==> src/rtl/boton_antirrebote_multi.sv <==
// N-channel push-button front end: 2-FF sync, per-channel debounce FSM, press/release/long strobes, press counter.
// Press/release strobes appear DEB_CYCLES+2 edges after the first sampling edge; no backpressure, all outputs registered.
module boton_antirrebote_multi #(
  parameter int N_BTN       = 4,
  parameter int DEB_CYCLES  = 50000,
  parameter int LONG_CYCLES = 5000000,
  parameter int CNT_W       = 4,
  parameter bit ACTIVE_LOW  = 1'b1
) (
  input  logic                   clk,
  input  logic                   rst,
  input  logic [N_BTN-1:0]       btn_in,
  input  logic [N_BTN-1:0]       cnt_clr,
  output logic [N_BTN-1:0]       btn_level,
  output logic [N_BTN-1:0]       btn_press,
  output logic [N_BTN-1:0]       btn_release,
  output logic [N_BTN-1:0]       btn_long,
  output logic [N_BTN*CNT_W-1:0] press_cnt
);

  localparam int DEB_W  = $clog2(DEB_CYCLES + 1);
  localparam int HOLD_W = $clog2(LONG_CYCLES + 1);

  // The sample that moves the FSM out of IDLE/HELD is the first of the run,
  // so acceptance happens when deb_cnt has counted DEB_CYCLES-2 further samples.
  localparam logic [DEB_W-1:0]  DEB_LAST  = DEB_W'(DEB_CYCLES - 2);
  localparam logic [HOLD_W-1:0] HOLD_MAX  = HOLD_W'(LONG_CYCLES);
  localparam logic [HOLD_W-1:0] HOLD_FIRE = HOLD_W'(LONG_CYCLES - 1);
  localparam logic [N_BTN-1:0]  RAW_IDLE  = {N_BTN{ACTIVE_LOW}};

  typedef enum logic [1:0] {
    IDLE,
    DEB_PRESS,
    HELD,
    DEB_RELEASE
  } state_e;

  logic [N_BTN-1:0] sync1_q;
  logic [N_BTN-1:0] sync2_q;
  logic [N_BTN-1:0] smp;

  always_ff @(posedge clk or negedge rst) begin
    if (!rst) begin
      sync1_q <= RAW_IDLE;
      sync2_q <= RAW_IDLE;
    end else begin
      sync1_q <= btn_in;
      sync2_q <= sync1_q;
    end
  end

  assign smp = sync2_q ^ RAW_IDLE;

  for (genvar i = 0; i < N_BTN; i++) begin : g_ch
    state_e            state_q;
    logic [DEB_W-1:0]  deb_cnt_q;
    logic [HOLD_W-1:0] hold_cnt_q;
    logic [CNT_W-1:0]  press_cnt_q;
    logic              level_q;
    logic              press_q;
    logic              release_q;
    logic              long_q;

    always_ff @(posedge clk or negedge rst) begin
      if (!rst) begin
        state_q     <= IDLE;
        deb_cnt_q   <= '0;
        hold_cnt_q  <= '0;
        press_cnt_q <= '0;
        level_q     <= 1'b0;
        press_q     <= 1'b0;
        release_q   <= 1'b0;
        long_q      <= 1'b0;
      end else begin
        press_q   <= 1'b0;
        release_q <= 1'b0;
        long_q    <= 1'b0;

        if (cnt_clr[i]) begin
          press_cnt_q <= '0;
        end

        // Hold time keeps running through release bounce; saturation limits btn_long to one pulse.
        if ((state_q == HELD || state_q == DEB_RELEASE) && hold_cnt_q != HOLD_MAX) begin
          hold_cnt_q <= hold_cnt_q + 1'b1;
          if (hold_cnt_q == HOLD_FIRE) begin
            long_q <= 1'b1;
          end
        end

        case (state_q)
          IDLE: begin
            if (smp[i]) begin
              state_q   <= DEB_PRESS;
              deb_cnt_q <= '0;
            end
          end
          DEB_PRESS: begin
            if (!smp[i]) begin
              state_q   <= IDLE;
              deb_cnt_q <= '0;
            end else if (deb_cnt_q == DEB_LAST) begin
              state_q     <= HELD;
              deb_cnt_q   <= '0;
              level_q     <= 1'b1;
              press_q     <= 1'b1;
              hold_cnt_q  <= '0;
              press_cnt_q <= (cnt_clr[i] ? '0 : press_cnt_q) + 1'b1;
            end else begin
              deb_cnt_q <= deb_cnt_q + 1'b1;
            end
          end
          HELD: begin
            if (!smp[i]) begin
              state_q   <= DEB_RELEASE;
              deb_cnt_q <= '0;
            end
          end
          DEB_RELEASE: begin
            if (smp[i]) begin
              state_q   <= HELD;
              deb_cnt_q <= '0;
            end else if (deb_cnt_q == DEB_LAST) begin
              state_q   <= IDLE;
              deb_cnt_q <= '0;
              level_q   <= 1'b0;
              release_q <= 1'b1;
            end else begin
              deb_cnt_q <= deb_cnt_q + 1'b1;
            end
          end
          default: begin
            state_q   <= IDLE;
            deb_cnt_q <= '0;
          end
        endcase
      end
    end

    assign btn_level[i]                  = level_q;
    assign btn_press[i]                  = press_q;
    assign btn_release[i]                = release_q;
    assign btn_long[i]                   = long_q;
    assign press_cnt[i*CNT_W +: CNT_W]   = press_cnt_q;
  end

endmodule

==> config.mk <==
export PLATFORM = sky130hd
export DESIGN_NAME = boton_antirrebote_multi
export DESIGN_NICKNAME = d
export VERILOG_FILES = /design/src/rtl/boton_antirrebote_multi.sv
export SDC_FILE = /design/constraint.sdc
export NUM_CORES = 1
export LEC_CHECK = 0
export ABC_CLOCK_PERIOD_IN_PS = 6800
export BUFFER_PORTS_ARGS = -buffer_cell sky130_fd_sc_hd__buf_4
export CAP_MARGIN = 40
export CORE_AREA = 2 2 159 161
export DETAILED_ROUTE_END_ITERATION = 6
export DIE_AREA = 0 0 161 163
export PLACE_DENSITY = 0.64
export SLEW_MARGIN = 20
export SYNTH_ARGS = -nofsm -noshare
export SYNTH_HDL_FRONTEND = slang
export SYNTH_SLANG_ARGS = --single-unit
==> constraint.sdc <==
create_clock -name clk -period 6.8 [get_ports clk]
set_input_delay 0.34 -clock clk [delete_from_list [all_inputs] [get_ports clk]]
set_output_delay 0.34 -clock clk [all_outputs]
set_load 0.005 [all_outputs]
==> results.yml, run 1 <==
pwr:
  pwr-share-seq: 0.458
  power_w: 0.00307
  power_switching_share: 0.283
  cellLeakagePower_nw: 5.27
  pwr-share-clk: 0.403
  p_sw_w: 0.000868
  combPwrFrac: 0.138
  vdd_drop_max_mv: 0.199
  p_int_w: 0.00220
  powerDensity_nw_per_um2: 256
clock_tree:
  cts_hold_buf: 7
  cts_buffer_depth: 3
  cts_sinks: 204
  root_buffer: "clkbuf_16"
  post_cts_resized: 0
  postCtsSetupBuffers: 0
  cts_made_buffers: 24
  cts_tree: "yes"
  h-tree-depth: 1
  worstSkewPairLatency_ns: 0.52
  path_clk_slew_ns: 0.06
critical_path:
  critPathLaunchType: "register"
  crit_fanout: 13
  crit_start: "g_ch[1].deb_cnt_q[11]$_DFFE_PN0P_"
  critical_path_class: "reg2reg"
  reg2reg_from: "g_ch[1].deb_cnt_q[11]$_DFFE_PN0P_"
  slowest_stage: "or4_1"
  end_kind: "register"
  crit_top_cell: "or4_1"
  path_cells: "or4_1 -> or4_1 -> nor3_4 -> nand4_1 -> mux2_1"
  max_stage_delay_ns: 0.68
  crit_arrival_ns: 3.15
  cp_data_required_time_ns: 7.19
synth:
  synth.distinct_cells: 66
  synth.area.mux_share: 0.0163
  syn_area_um2: 10600
  synth-edff-count: 0
  avgSynthCellArea_um2: 9.47
  yosysWarningCount: 0
  synth_top_family_by_area: "simple AND/OR/NAND/NOR gates"
  yosys.area.top_type: "dfrtp_1"
  ys_async_sr_fraction: 1.00
  synth_xor_xnor_area_share: 0.0777
  yosysMostFrequentCell: "dfrtp_1"
  synth_fp_nets: 1148
  synth_ff_type: "dfrtp_1"
  synth.yosys.seq_area_share: 0.483
  netlist_top_cells_count: "196 x dfrtp_1, 120 x nor2_1, 92 x nand2_1"
  postSynthCellCount: 1118
  yosys.area.top_type_share: 0.463
  yosys-top-cells-area: "dfrtp_1 46%, xor2_1 4.5%, nor2_1 4.3%"
  yosys.area_share.adder: 0.0236
  ys_ff_latch: 204
  synth-compound-area-share: 0.0946
  yosys.area_share.simple: 0.262
placed_design:
  place_area_um2: 11100
  dpl.hpwl_um: 14000
  routabilityCongestion: 0.853
  io_buffer_count: 41
timing:
  max_slew.worst_pin.slew_ns: 0.817
  max_freq_ghz: 0.363
  tns_ns: 0
  slew_headroom: 0.453
  skew_ns: 0.0250
  setup_viol: 0
  finalCritPeriodShare: 0.405
  finalMaxSlewViolations: 0
  period_minus_slack_ns: 2.75
  rsz0062_at_grt: "false"
  finalHoldViolCount: 0
route:
  firstDrtPassIters: 5
  viasPerCell: 5.45
  routedWlPerCell_um: 14.0
  wirelength_um: 21000
  drtIter0Drc: 505
  drc: 0
  route.vias.total: 8148
  ant_nets: 0
worst_hold_path:
  hp-start: "cnt_clr[0]"
  hold_class: "in2reg"
grt:
  grt_pass1_vias: 7701
  grt_max_degree: 80
  grt_pass1_wl_um: 36900
  antenna_found_initial: 0
  grt_use_total: 0.164
  gr-total-overflow: 0
floorplanning:
  core_um2: 24700
  start_util: 0.429
  die_w_um: 161
  die-area_um2: 26200
  io_pins: 42
  die_height_um: 163
  num_rows: 58
cells_and_area:
  regArea_um2: 5110
  nets: 1178
  syn2layout_area_growth_pct: 13.3
  fin_area_um2: 12000
  antenna_cells: 0
  layout-drive-gt1-share: 0.104
  fillers: 2329
  largest_register: "g_ch.hold_cnt_q"
  multiInputGateArea_um2: 5030
  reg.largest.list: "g_ch.hold_cnt_q (92), g_ch.deb_cnt_q (64), g_ch.press_cnt_q (16)"
  largest_reg_flops: 92
outcome:
  status: "completed"
flow_run:
  drv_cap: 0
-- final cells by class --
type / instances / share of cell area
Multi-Input combinational cell: 813 / 0.419
Inverter: 46 / 0.0144
Tap cell: 330 / 0.0344
Clock inverter: 5 / 0.00240
Timing Repair Buffer: 59 / 0.0412
Sequential cell: 204 / 0.426
Clock buffer: 39 / 0.0623
-- cell usage in the layout (no fill, tap or decap), types with 5 or more instances in the layout --
master and n:
xor2_1 55, nand4_1 52, and4_1 14, nor2_1 120, dfrtp_1 196, and2_1 7
ha_1 20, nor4_1 20, or3_1 21, a41oi_1 6, clkbuf_1 7, dfstp_2 8
nand2_1 92, nor4b_1 16, inv_1 46, a31oi_1 29, o21ai_0 36, nand3_1 70
mux2_2 5, mux2i_1 9, or4_1 9, dlygate4sd3_1 7, xnor2_1 39, and3_1 27
buf_4 45, o31ai_1 6, nor2b_1 15, a21o_1 6, or2_2 6, clkbuf_16 25
nor3_1 31, a21oi_1 46, clkbuf_8 7
-- cells by family (layout without fill, tap and decap cells) --
| kind of cell | Yosys count | in the layout |
|---|---|---|
| flip-flops | 204 | 204 |
| adder cells (fa/ha/maj) | 20 | 20 |
| AO/OA/AOI/OAI | 160 | 160 |
| buffers and inverters | 101 | 149 |
| multiplexers | 16 | 16 |
| XOR/XNOR | 94 | 94 |
| AND/OR/NAND/NOR | 523 | 523 |
-- power groups by stage --
stage	logic, W	clock network (W)	registers [W]
2_1_floorplan	0.000338	0	0.00138
3_3_place_gp	0.000406	0	0.00142
3_5_place_dp	0.000420	0	0.00142
4_1_cts	0.000425	0.00127	0.00140
5_1_grt	0.000491	0.00133	0.00142
6_report	0.000424	0.00124	0.00141
-- routing by layer --
metal / GRT usage / vias up / part of all wire
li1: - / 4050 / -
met1: 0.229 / 3941 / 0.48
met2: 0.270 / 128 / 0.46
met3: 0.0229 / 29 / 0.038
met4: 0.0418 / 0 / 0.015
met5: 0 / - / 0
-- critical path: cells and delay by family (launching register included) --
kind	cells	cell delay (ns)
mux	1	0.34
simple gates	4	1.85
flops	1	0.44
-- final timing paths --
check	slack [ns]	endpoint	depth (start not counted)
worst min register to register	0.35	sync2_q[0]$_DFF_PN1_	0
worst min-delay path	0.14	g_ch[0].press_cnt_q[2]$_DFF_PN0_	3
worst max-delay path	4.05	g_ch[1].press_cnt_q[3]$_DFF_PN0_	5
max in group asynchronous	5.26	g_ch[1].press_q$_DFF_PN0_	3
worst max register to register	4.05	g_ch[1].press_cnt_q[3]$_DFF_PN0_	5
min in group asynchronous	0.41	g_ch[2].deb_cnt_q[7]$_DFFE_PN0P_	2
-- per-stage QoR --
step	utilization	hold slack (ns)	worst slack, ns	cells
after floorplan	-	0.0444	4.47	1118
after global placement	0.449	0.346	3.91	1439
after detailed placement	0.452	0.347	4.05	1444
after CTS	0.486	0.123	4.03	1495
after global routing	0.486	0.133	3.91	1496
final	0.486	0.138	4.05	1496
Power figures use the tool's default switching activity.
==> run 2, diff against run 1 <==
ABC_AREA = 1   (was default)
ABC_CLOCK_PERIOD_IN_PS = 2800   (was 6800)
CORE_AREA = 2 2 174 176   (was 2 2 159 161)
DIE_AREA = 0 0 176 178   (was 0 0 161 163)
clock period = 2.8 ns   (was 6.8 ns; I/O delays follow)
==> run 2 against run 1 <==
The flow now finishes with violations (design-rule violations); power grew to 3.1 times the previous value; core utilization is 0.43 points higher; first-iteration DRC count is 76% higher; critical endpoint is now g_ch[0].hold_cnt_q[8]$_DFF_PN0_; largest cell class is now multi-input gates; highest routed layer unchanged.
==> results.yml, run 2 <==
outcome:
  status: "complete, but fails checks"
  violations: "design-rule violations"
critical_path:
  crit_fanout: 24
  end_kind: "register"
  slowest_stage: "dfrtp_1"
  cp_data_required_time_ns: 3.26
  critical_path_class: "reg2reg"
  critPathLaunchType: "register"
  reg2reg_depth: 10
  crit_arrival_ns: 2.35
  max_stage_delay_ns: 0.42
  path_cells: "inv_1 -> ha_1 -> nand3_1 -> nor2_1 -> nand3_2 -> buf_4 -> nand2_2 -> inv_2 -> nand2_1 -> a21oi_1"
clock_tree:
  cts_buffer_depth: 3
  post_cts_resized: 0
  cts_made_buffers: 26
  cts_sinks: 204
  cts_tree: "yes"
  postCtsSetupBuffers: 0
  h-tree-depth: 1
  path_clk_slew_ns: 0.06
  cts_hold_buf: 9
  root_buffer: "clkbuf_16"
  worstSkewPairLatency_ns: 0.53
route:
  drtIter0Drc: 891
  firstDrtPassIters: 7
  wirelength_um: 28000
  routedWlPerCell_um: 12.2
  route.vias.total: 11500
  ant_nets: 0
  viasPerCell: 5.00
  met2_length_um: 12400
  drc: 4
  wl_met3_um: 1380
  highest_layer: "met4"
  wl_met1_um: 13800
cells_and_area:
  regArea_um2: 5110
  largest_register: "g_ch.hold_cnt_q"
  layout_commonest_cell: "nand2_1"
  largest_reg_flops: 92
  syn2layout_area_growth_pct: 12.3
  nets: 1917
  layout-drive-gt1-share: 0.0865
  reg.largest.list: "g_ch.hold_cnt_q (92), g_ch.deb_cnt_q (64), g_ch.press_cnt_q (16)"
  antenna_cells: 0
  fillers: 2942
  mostFrequentLayoutCells: "491 x nand2_1, 301 x nor2_1, 246 x inv_1"
  multiInputGateArea_um2: 6360
timing:
  setup_viol: 0
  max_freq_ghz: 0.527
  skew_ns: 0.00967
  tns_ns: 0
  rsz0062_at_grt: "false"
  finalCritPeriodShare: 0.678
  slew_headroom: 0.597
  period_minus_slack_ns: 1.90
  finalMaxSlewViolations: 0
  max_slew.worst_pin.slew_ns: 0.605
  timing.final.ws_setup_ns: 0.903
  finalHoldViolCount: 0
synth:
  synth.yosys.seq_area_share: 0.398
  netlist_top_cells_count: "491 x nand2_1, 301 x nor2_1, 246 x inv_1"
  yosys.area.top_type_share: 0.382
  yosysMostFrequentCell: "nand2_1"
  ys_async_sr_fraction: 1.00
  synth.distinct_cells: 41
  synth_ff_type: "dfrtp_1"
  synth_fp_nets: 1880
  syn_area_um2: 12800
  yosysWarningCount: 0
  synth-edff-count: 0
  yosys.area.top_type: "dfrtp_1"
  avgSynthCellArea_um2: 6.94
  yosys-top-cells-area: "dfrtp_1 38%, nand2_1 14%, nor2_1 8.8%"
  ys_ff_latch: 204
  postSynthCellCount: 1850
grt:
  gr-total-overflow: 0
  antenna_found_initial: 0
  grt_pass1_vias: 10600
  grt_max_degree: 77
  grt_pass1_wl_um: 49400
  grt_use_total: 0.184
pwr:
  vdd_drop_max_mv: 0.416
  cellLeakagePower_nw: 6.81
  powerDensity_nw_per_um2: 656
floorplanning:
  die_height_um: 178
  core_um2: 29400
  start_util: 0.437
  io_pins: 42
  num_rows: 63
  die_w_um: 176
  die-area_um2: 31300
placed_design:
  dpl.hpwl_um: 20000
  routabilityCongestion: 0.888
  place_ws_ns: 0.905
  io_buffer_count: 41
flow_run:
  drv_cap: 0
worst_hold_path:
  hold_class: "in2async"
-- run 2: per-layer routing --
metal  up-vias  global-route usage
li1       5913                   -
met1      5303               0.259
met2       225               0.299
met3        36              0.0264
met4         0              0.0472
met5         -                   0
-- run 2: logic make-up after synthesis --
kind of cell               after synthesis  share of synthesized area
DFF                                    204                      0.398
buffers and inverters                  315                      0.107
AOI/OAI and AO/OA                      107                     0.0461
xor gates and xnor gates                66                     0.0450
and+or+nand+nor                       1138                      0.385
adders and majority gates               20                     0.0195
-- run 2: critical path, delay by kind of cell (launching register included) --
kind	cells	cell delay [ns]
compound gates	1	0.14
flops	1	0.42
buf+inv	3	0.55
simple gates	5	0.51
fa+ha+maj	1	0.19
-- run 2: through the flow --
stage	util	hold slack [ns]	cells	total power, W	area, um^2
2_1_floorplan	-	-0.156	1850	0.00533	12800
3_3_place_gp	0.455	0.163	2240	0.00577	13400
3_5_place_dp	0.455	0.162	2240	0.00582	13400
4_1_cts	0.491	0.197	2297	0.00958	14400
5_1_grt	0.491	0.225	2297	0.0101	14400
6_report	0.491	0.170	2297	0.00946	14400
-- run 2: layout make-up --
class                      count  area share
clock buffer                  40      0.0551
multi-input combinational   1331       0.441
clock inverter                 8      0.0114
sequential                   204       0.355
timing repair buffer          62      0.0361
tap                          390      0.0338
inverter                     262      0.0683
-- run 2: report_power, final --
group,total [W],switching [W],internal (W)
clock,0.00368,0.00128,0.00240
sequential,0.00363,0.000362,0.00326
combinational,0.00216,0.00154,0.000616
total,0.00946,0.00318,0.00628
-- run 2: worst paths after layout --
check,startpoint,endpoint,slack [ns]
worst max register to register,g_ch[0].hold_cnt_q[0]$_DFF_PN0_,g_ch[0].hold_cnt_q[8]$_DFF_PN0_,0.90
worst max-delay path,g_ch[0].hold_cnt_q[0]$_DFF_PN0_,g_ch[0].hold_cnt_q[8]$_DFF_PN0_,0.90
worst min register to register,sync1_q[2]$_DFF_PN1_,sync2_q[2]$_DFF_PN1_,0.36
worst min-delay path,rst,g_ch[0].long_q$_DFF_PN0_,0.17
min in group clk,btn_in[1],sync1_q[1]$_DFF_PN1_,0.26
max in group asynchronous,rst,sync1_q[2]$_DFF_PN1_,1.81
==> run 3, diff against run 2 <==
ABC_AREA = 0   (was 1)
ABC_CLOCK_PERIOD_IN_PS = 1900   (was 2800)
CORE_AREA = 2 2 159 161   (was 2 2 174 176)
DIE_AREA = 0 0 161 163   (was 0 0 176 178)
clock period = 1.9 ns   (was 2.8 ns; I/O delays follow)
==> run 3 against run 2 <==
The run ends with negative setup slack left; setup slack lost 1.2 ns; critical path type unchanged; global-route usage grew 0.25 points; cell area is essentially flat; clock-buffer cell count shrank 2; largest power group is now sequential cells; highest routed layer unchanged.
==> results.yml, run 3 (synthesized netlist as in run 1, its figures left out) <==
outcome:
  status: "complete, but fails checks"
  violations: "negative setup slack"
timing:
  slew_headroom: 0.576
  finalCritPeriodShare: 1.15
  period_minus_slack_ns: 2.18
  hold_ws_ns: 0.119
  finalHoldViolCount: 0
  max_freq_ghz: 0.458
  max_slew.worst_pin.slew_ns: 0.633
  finalMaxSlewViolations: 0
  skew_ns: 0.00886
  setup_viol: 115
  rsz0062_at_grt: "true"
  timing.final.ws_setup_ns: -0.284
critical_path:
  reg2reg_depth: 4
  crit_start: "g_ch[1].deb_cnt_q[7]$_DFFE_PN0P_"
  reg2reg_from: "g_ch[1].deb_cnt_q[7]$_DFFE_PN0P_"
  crit-reg2reg-capture: "g_ch[1].press_cnt_q[1]$_DFF_PN0_"
  critPathLaunchType: "register"
  critical_path_class: "reg2reg"
  crit_fanout: 3
  crit_arrival_ns: 2.59
  end_kind: "register"
  cp_data_required_time_ns: 2.30
  r2r_slack_ns: -0.28
flow_run:
  drv_cap: 0
clock_tree:
  root_buffer: "clkbuf_16"
  cts_made_buffers: 24
  cts_tree: "yes"
  worstSkewPairLatency_ns: 0.52
  cts_buffer_depth: 3
  path_clk_slew_ns: 0.06
  cts_sinks: 204
  h-tree-depth: 1
pwr:
  cellLeakagePower_nw: 6.27
  powerDensity_nw_per_um2: 843
  power_w: 0.0121
  vdd_drop_max_mv: 0.683
cells_and_area:
  antenna_cells: 0
  nets: 1340
  layout_commonest_cell: "dfrtp_1"
  fillers: 2112
  fin_area_um2: 14400
  final_cells: 1658
  mostFrequentLayoutCells: "196 x dfrtp_1, 168 x buf_4, 84 x nand2_1"
  layout-drive-gt1-share: 0.312
  reg.largest.list: "g_ch.hold_cnt_q (92), g_ch.deb_cnt_q (64), g_ch.press_cnt_q (16)"
  largest_register: "g_ch.hold_cnt_q"
  syn2layout_area_growth_pct: 36.1
  largest_reg_flops: 92
worst_hold_path:
  hold_class: "in2async"
placed_design:
  dpl.hpwl_um: 15800
  routabilityCongestion: 0.831
  place_ws_ns: -0.287
  numPlacedInstances: 1569
  place_area_um2: 12300
  io_buffer_count: 41
grt:
  grt_pass1_wl_um: 41400
  grt_util_met2: 0.321
  gr-total-overflow: 0
  grt_pass1_vias: 8697
  antenna_found_initial: 0
  grt_use_total: 0.186
  met3_usage: 0.0222
  use_met1: 0.247
  grt_max_degree: 61
  busiest_layer: "met2"
floorplanning:
  die_height_um: 163
  num_rows: 58
  start_util: 0.429
  core_um2: 24700
  io_pins: 42
  die_w_um: 161
  die-area_um2: 26200
route:
  viasPerCell: 5.39
  drc: 0
  firstDrtPassIters: 5
  drtIter0Drc: 525
  ant_nets: 0
  wirelength_um: 25200
  route.vias.total: 8944
  routedWlPerCell_um: 15.2
[run 3: cell count changes in the layout (fill, tap and decap cells not counted), moves of 15 or more]
cell and change:
xnor2_1 +18, buf_6 +24, inv_1 -202, nand4_1 -21, nand3_1 -116, nor2b_1 +15, nor2_4 +36, a31oi_1 +23
nor2_1 -228, o21ai_0 -28, nand2_1 -407, and3_1 +25, buf_4 +118
[run 3: how the worst max path moves through the flow]
stage	endpoint	slack, ns
3_5_place_dp	g_ch[1].press_cnt_q[1]$_DFF_PN0_	-0.29
3_3_place_gp	g_ch[1].press_cnt_q[1]$_DFF_PN0_	-0.27
4_1_cts	g_ch[1].press_cnt_q[1]$_DFF_PN0_	-0.23
2_1_floorplan	g_ch[1].press_cnt_q[1]$_DFF_PN0_	-0.32
6_report	g_ch[1].press_cnt_q[1]$_DFF_PN0_	-0.28
5_1_grt	g_ch[1].press_cnt_q[1]$_DFF_PN0_	-0.35
[run 3: worst max-delay path, stage by stage, from the launching register on]
cell     delay (ns)
dfrtp_1        0.37
or4_1          0.51
or4_4          0.47
or3_4          0.43
mux2_4         0.30
[run 3: final cells by class]
type,count,area (um^2),area share
Multi-Input combinational cell,817,5910,0.410
Sequential cell,204,5110,0.355
Timing Repair Buffer,217,1970,0.137
Clock buffer,38,724,0.0503
Tap cell,330,413,0.0286
Inverter,46,173,0.0120
Clock inverter,6,105,0.00729
[run 3: routing by layer]
metal / vias up / routed length, um
met5: - / 0
met4: 0 / 566
met3: 50 / 742
met2: 142 / 12500
met1: 4360 / 11400
li1: 4392 / -
[run 3: timing repair]
item	in CTS	in global routing
hold buffers	9	0
gates resized for setup	63	159
pin swaps	30	78
endpoints found under the hold margin	215	0
gates cloned	8	4
setup buffers	17	13
setup endpoints to repair	116	157
[run 3: where the power goes]
| group | switching, W | internal (W) | total (W) |
|---|---|---|---|
| Combinational | 0.00136 | 0.00110 | 0.00245 |
| Clock | 0.00179 | 0.00301 | 0.00480 |
| Sequential | 0.000268 | 0.00463 | 0.00489 |
[run 3: through the flow]
stage	setup TNS, ns	utilization
global placement	-6.59	0.497
floorplan	-2.35	-
finish	-9.02	0.584
CTS	-5.36	0.555
detailed placement	-10.83	0.497
global route	-22.95	0.584
